[src/rtl/iir_voice_sequencer.sv]
// Time-multiplexes one stateless 1-pole IIR math stage across NUM_VOICES voices.
// Owns the per-voice feedback bank and sequences fetch/load/calc per sample strobe.
module iir_voice_sequencer #(
  parameter int unsigned NUM_VOICES = 8,
  parameter int unsigned VIDX_W     = 3
) (
  input  logic                     clk,
  input  logic                     reset_n,
  input  logic                     sample_strobe,
  input  logic                     clear_state,
  output logic                     rd_en,
  output logic [VIDX_W-1:0]        rd_idx,
  input  logic signed [17:0]       in_sample,
  input  logic signed [35:0]       del_in,
  output logic signed [17:0]       iir_i,
  output logic signed [35:0]       iir_del,
  output logic signed [17:0]       iir_fb,
  input  logic signed [17:0]       iir_o,
  output logic signed [17:0]       out_sample,
  output logic [VIDX_W-1:0]        out_voice,
  output logic                     out_valid,
  output logic                     busy,
  output logic                     overrun
);

  typedef enum logic [1:0] {S_IDLE, S_FETCH, S_LOAD, S_CALC} state_t;

  localparam logic [VIDX_W-1:0] LAST_V = VIDX_W'(NUM_VOICES - 1);

  state_t                   r_state;
  logic [VIDX_W-1:0]        r_v;
  logic                     r_pending;
  logic signed [17:0]       r_fb [NUM_VOICES];
  logic signed [35:0]       w_del_clamped;

  // Negative DEL is meaningless to the filter; pin it to zero.
  assign w_del_clamped = del_in[35] ? '0 : del_in;

  always_ff @(posedge clk) begin
    if (!reset_n) begin
      r_state    <= S_IDLE;
      r_v        <= '0;
      r_pending  <= 1'b0;
      rd_en      <= 1'b0;
      rd_idx     <= '0;
      iir_i      <= '0;
      iir_del    <= '0;
      iir_fb     <= '0;
      out_sample <= '0;
      out_voice  <= '0;
      out_valid  <= 1'b0;
      busy       <= 1'b0;
      overrun    <= 1'b0;
      for (int unsigned i = 0; i < NUM_VOICES; i++) r_fb[i] <= '0;
    end else begin
      out_valid <= 1'b0;
      case (r_state)
        S_IDLE: begin
          // Clear lands before a coincident strobe's first LOAD, so FB reads zero.
          if (clear_state || r_pending) begin
            for (int unsigned i = 0; i < NUM_VOICES; i++) r_fb[i] <= '0;
            r_pending <= 1'b0;
            overrun   <= 1'b0;
          end
          if (sample_strobe) begin
            r_v     <= '0;
            rd_en   <= 1'b1;
            rd_idx  <= '0;
            busy    <= 1'b1;
            r_state <= S_FETCH;
          end
        end
        S_FETCH: begin
          rd_en   <= 1'b0;
          r_state <= S_LOAD;
        end
        S_LOAD: begin
          iir_i   <= in_sample;
          iir_del <= w_del_clamped;
          iir_fb  <= r_fb[r_v];
          r_state <= S_CALC;
        end
        S_CALC: begin
          r_fb[r_v]  <= iir_o;
          out_sample <= iir_o;
          out_voice  <= r_v;
          out_valid  <= 1'b1;
          if (r_v == LAST_V) begin
            busy    <= 1'b0;
            r_state <= S_IDLE;
          end else begin
            r_v     <= r_v + VIDX_W'(1);
            rd_en   <= 1'b1;
            rd_idx  <= r_v + VIDX_W'(1);
            r_state <= S_FETCH;
          end
        end
        default: r_state <= S_IDLE;
      endcase
      if (r_state != S_IDLE) begin
        if (sample_strobe) overrun   <= 1'b1;
        if (clear_state)   r_pending <= 1'b1;
      end
    end
  end

endmodule

[config.mk]
export PLATFORM = sky130hd
export DESIGN_NAME = iir_voice_sequencer
export DESIGN_NICKNAME = d
export VERILOG_FILES = /design/src/rtl/iir_voice_sequencer.sv
export SDC_FILE = /design/constraint.sdc
export NUM_CORES = 1
export LEC_CHECK = 0
export ABC_AREA = 1
export CAP_MARGIN = 25
export CORE_MARGIN = 8
export CORE_UTILIZATION = 45
export CTS_CLUSTER_DIAMETER = 150
export DETAILED_ROUTE_END_ITERATION = 16
export PLACE_DENSITY = 0.69
export SLEW_MARGIN = 20
export SYNTH_ARGS = -nofsm -noshare
export SYNTH_HDL_FRONTEND = slang
export SYNTH_SLANG_ARGS = --single-unit
export TNS_END_PERCENT = 1
[constraint.sdc]
create_clock -name clk -period 5.6 [get_ports clk]
set_input_delay 0.84 -clock clk [delete_from_list [all_inputs] [get_ports clk]]
set_output_delay 0.84 -clock clk [all_outputs]
set_load 0.02 [all_outputs]
==> reports/summary.txt <==
================================================================================
CTS sink count                                                               246
IR Drop Worst-Case VDD                                                    297 uV
Xor and xnor fraction of the mapped netlist area                              0%
CTS root buffer                                                     sky130_fd_sc_hd__clkbuf_16
Nets                                                                        1409
Nets in the synthesized netlist                                             1260
Post-CTS Setup Bufs                                                            0
Layout cells sized above 1                                                 4.69%
Category of the most critical setup path                            flop to flop
Leading area contributor after synthesis                            sky130_fd_sc_hd__edfxtp_1
Number of synthesis warnings                                                   0
Pwr dens                                                             464 nW/um^2
Cells after synthesis                                                       1174
Resized Gates After CTS                                                        0
Area of combinational cells with multiple inputs                       3130 um^2
Data required time of the worst path                                     6.05 ns
Top cell family by delay on the critical path                        adder cells
Flops & latches, synth                                                       246
Slew margin rel.                                                           35.3%
Post-synthesis mux area share                                                 0%
Max cap viols                                                                  0
Number of buffers on the longest clock path                                    3
Final weighted congestion in routability-driven placement                  0.887
Per-instance average area after synthesis                              8.83 um^2
Placement Cell Area                                                   12200 um^2
Data arrival at the endpoint of the critical path                        3.27 ns
Maximum level of the CTS H-tree                                                1
Area fraction in and, or, nand and nor cells after synthesis               21.8%
Clock tree from TritonCTS                                                    yes
Part of the Yosys area used for sequential elements                        61.4%
Number of global-route vias before repair                                   7959
Critical-path cell with the highest stage delay                     sky130_fd_sc_hd__ha_2
Count of port buffers added during placement                                 174
Hpwl dp                                                                 20500 um
DRT antenna net count                                                          0
Post-layout util                                                           57.4%
Initial drt markers                                                          850
Total count of max-transition violations in the final report                   0
Clock Latency Late Sink                                                  0.53 ns
Post-layout instance area                                             13000 um^2
Fraction of synthesized cell area taken by the top area cell type          41.7%
Total number of vias                                                        8349
CP Buf/Inv Count                                                               3
Cell row count                                                                55
Boundary pin count                                                           176
First-pass GRT wire length                                              46000 um
GRT Util Overall                                                           21.1%
Routed wirelength normalized by instance count                           18.8 um
Post-Synthesis Cell Area                                              10400 um^2
Final setup fails                                                              0
Worst hold-check path type                                          flop to flop
Main area contributors after synthesis                              sky130_fd_sc_hd__edfxtp_1 42%, sky130_fd_sc_hd__dfxtp_1 20%, sky130_fd_sc_hd__nor2_1 9.0%
Remaining routing DRC violations                                               0
Fill cell count                                                             1991
Clock transition at the registers of the reported paths                  0.06 ns
Synthesized-area fraction occupied by ao, oa, aoi and oai cells            7.09%
Count of cell types in the netlist                                            22
Peak clock frequency supported by timing                               0.355 GHz
Initial antenna violation count                                                0
Reg area                                                               6370 um^2
Total gr overflow                                                              0
Setup TNS                                                                   0 ns
Outcome                                                             finished, final reports clean
Area of the core                                                      22600 um^2
Die Ht                                                                    168 um
Minimum period implied by the final worst setup slack                    2.82 ns
Maximum number of pins on one net before global-route repair                  85
Detailed-routing iteration count for the pre-antenna-repair pass               6
Sort of element at the end of the critical path                             flop
Antenna diode count                                                            0
Fin crit share                                                             50.4%
Vias/cell                                                                   5.13
Main combinational cell family by area after synthesis              simple AND/OR/NAND/NOR gates
Maximum cell stage delay along the critical path                         0.85 ns
Crit path launch type                                                       flop
Synthesis-to-finish area growth                                            25.5%
# hold bufs at CTS                                                             0
Critical path fanouts, max                                                    55
Final routed wirelength across all metal layers                         30700 um
Unrepaired setup endpoints after global routing                               no
Die span in x                                                             168 um
Fin Clk Skew                                                           0.0180 ns
Adder-cell share of the synthesized area                                   1.21%
CP cell instances                                                   inv_1, ha_2, inv_2, buf_4, nor2_4, nand2_1, a21oi_1
Starting density of the core                                               45.8%
Leakage power                                                            5.32 nW
Total clock buffers created by CTS                                            26
Final Hold Violating Endpoints                                                 0
Worst-margin pin slew                                                   0.970 ns
Full die area                                                         28100 um^2
================================================================================
## report_power, final
group	internal, mW	total [mW]	leakage, nW	switching [mW]
sequential	2.38	2.55	2.39	0.172
clock	0.897	1.59	0.380	0.698
combinational	0.640	1.89	2.55	1.25
## worst register-to-register path: cells and delay by family (launching register included)
kind / cells / cell delay, ns
AOI/OAI and AO/OA: 1 / 0.15
and+or+nand+nor: 2 / 0.85
DFF: 1 / 0.36
buffers and inverters: 3 / 0.53
adders and majority gates: 1 / 0.85
## stage by stage
stage	power (mW)	setup slack [ns]	std cells	hold WS, ns
2_1_floorplan	3.68	3.41	1174	0.472
3_3_place_gp	4.42	2.47	1580	0.451
3_5_place_dp	4.45	2.41	1580	0.454
4_1_cts	6.05	2.81	1628	0.464
5_1_grt	6.34	2.46	1628	0.479
6_report	6.03	2.78	1628	0.462
## logic make-up (layout without fill, tap and decap cells)
group | count (synthesis) | after routing
adders and majority gates | 10 | 10
DFF | 246 | 246
other | 1 | 1
and+or+nand+nor | 562 | 562
AOI/OAI and AO/OA | 141 | 141
buffers and inverters | 214 | 383
## Yosys cell counts, drive strengths merged
| cell type | n |
|---|---|
| dfxtp | 102 |
| inv | 135 |
| o22ai | 1 |
| nand3 | 74 |
| nand2 | 235 |
| o211ai | 11 |
| nor2 | 251 |
| edfxtp | 144 |
| buf | 45 |
| a21oi | 58 |
| clkinv | 18 |
| o21ai | 71 |
| nor3 | 2 |
| clkbuf | 16 |
| conb | 1 |
| ha | 10 |
## cell usage in the layout (no fill, tap or decap), drive strengths merged
| master | n |
|---|---|
| nor2 | 251 |
| nand2 | 235 |
| clkdlybuf4s50 | 173 |
| edfxtp | 144 |
| inv | 135 |
| dfxtp | 102 |
| nand3 | 74 |
| o21ai | 71 |
| a21oi | 58 |
| clkbuf | 37 |
| clkinv | 28 |
| o211ai | 11 |
| ha | 10 |
| buf | 9 |
| nor3 | 2 |
| o22ai | 1 |
| conb | 1 |
| clkinvlp | 1 |
## path summary, 6_finish.rpt
path | from | end | slack, ns | depth (start not counted)
worst max-delay path | r_state[0]$_SDFFE_PN0P_ | iir_del[7]$_SDFFE_PN0N_ | 2.78 | 7
worst min-delay path | iir_del[20]$_SDFFE_PN0N_ | iir_del[20]$_SDFFE_PN0N_ | 0.46 | 2
worst max register to register | r_state[0]$_SDFFE_PN0P_ | iir_del[7]$_SDFFE_PN0N_ | 2.78 | 7
worst min register to register | iir_del[20]$_SDFFE_PN0N_ | iir_del[20]$_SDFFE_PN0N_ | 0.46 | 2
## per-layer routing
layer  share of wire, %  up-vias  track usage (%)
met4                3.2        0             7.84
met2                 48      359             35.0
met1                 40     3912             26.2
met5                  0        -                0
met3                8.9       60             5.15
li1                   -     4018                -
## registers in the layout (all words and copies together) (netlist names), 2 cells and up
name        flops
r_fb          144
iir_del        35
iir_fb         18
iir_i          18
out_sample     18
out_voice       3
r_v             3
r_state         2
## layout make-up
type	count	share of cell area, %
Sequential cell	246	49.0
Multi-Input combinational cell	714	24.1
Timing Repair Buffer	182	13.8
Clock buffer	37	5.56
Inverter	153	4.42
Tap cell	285	2.74
Clock inverter	11	0.404
Power figures use the tool's default switching activity.
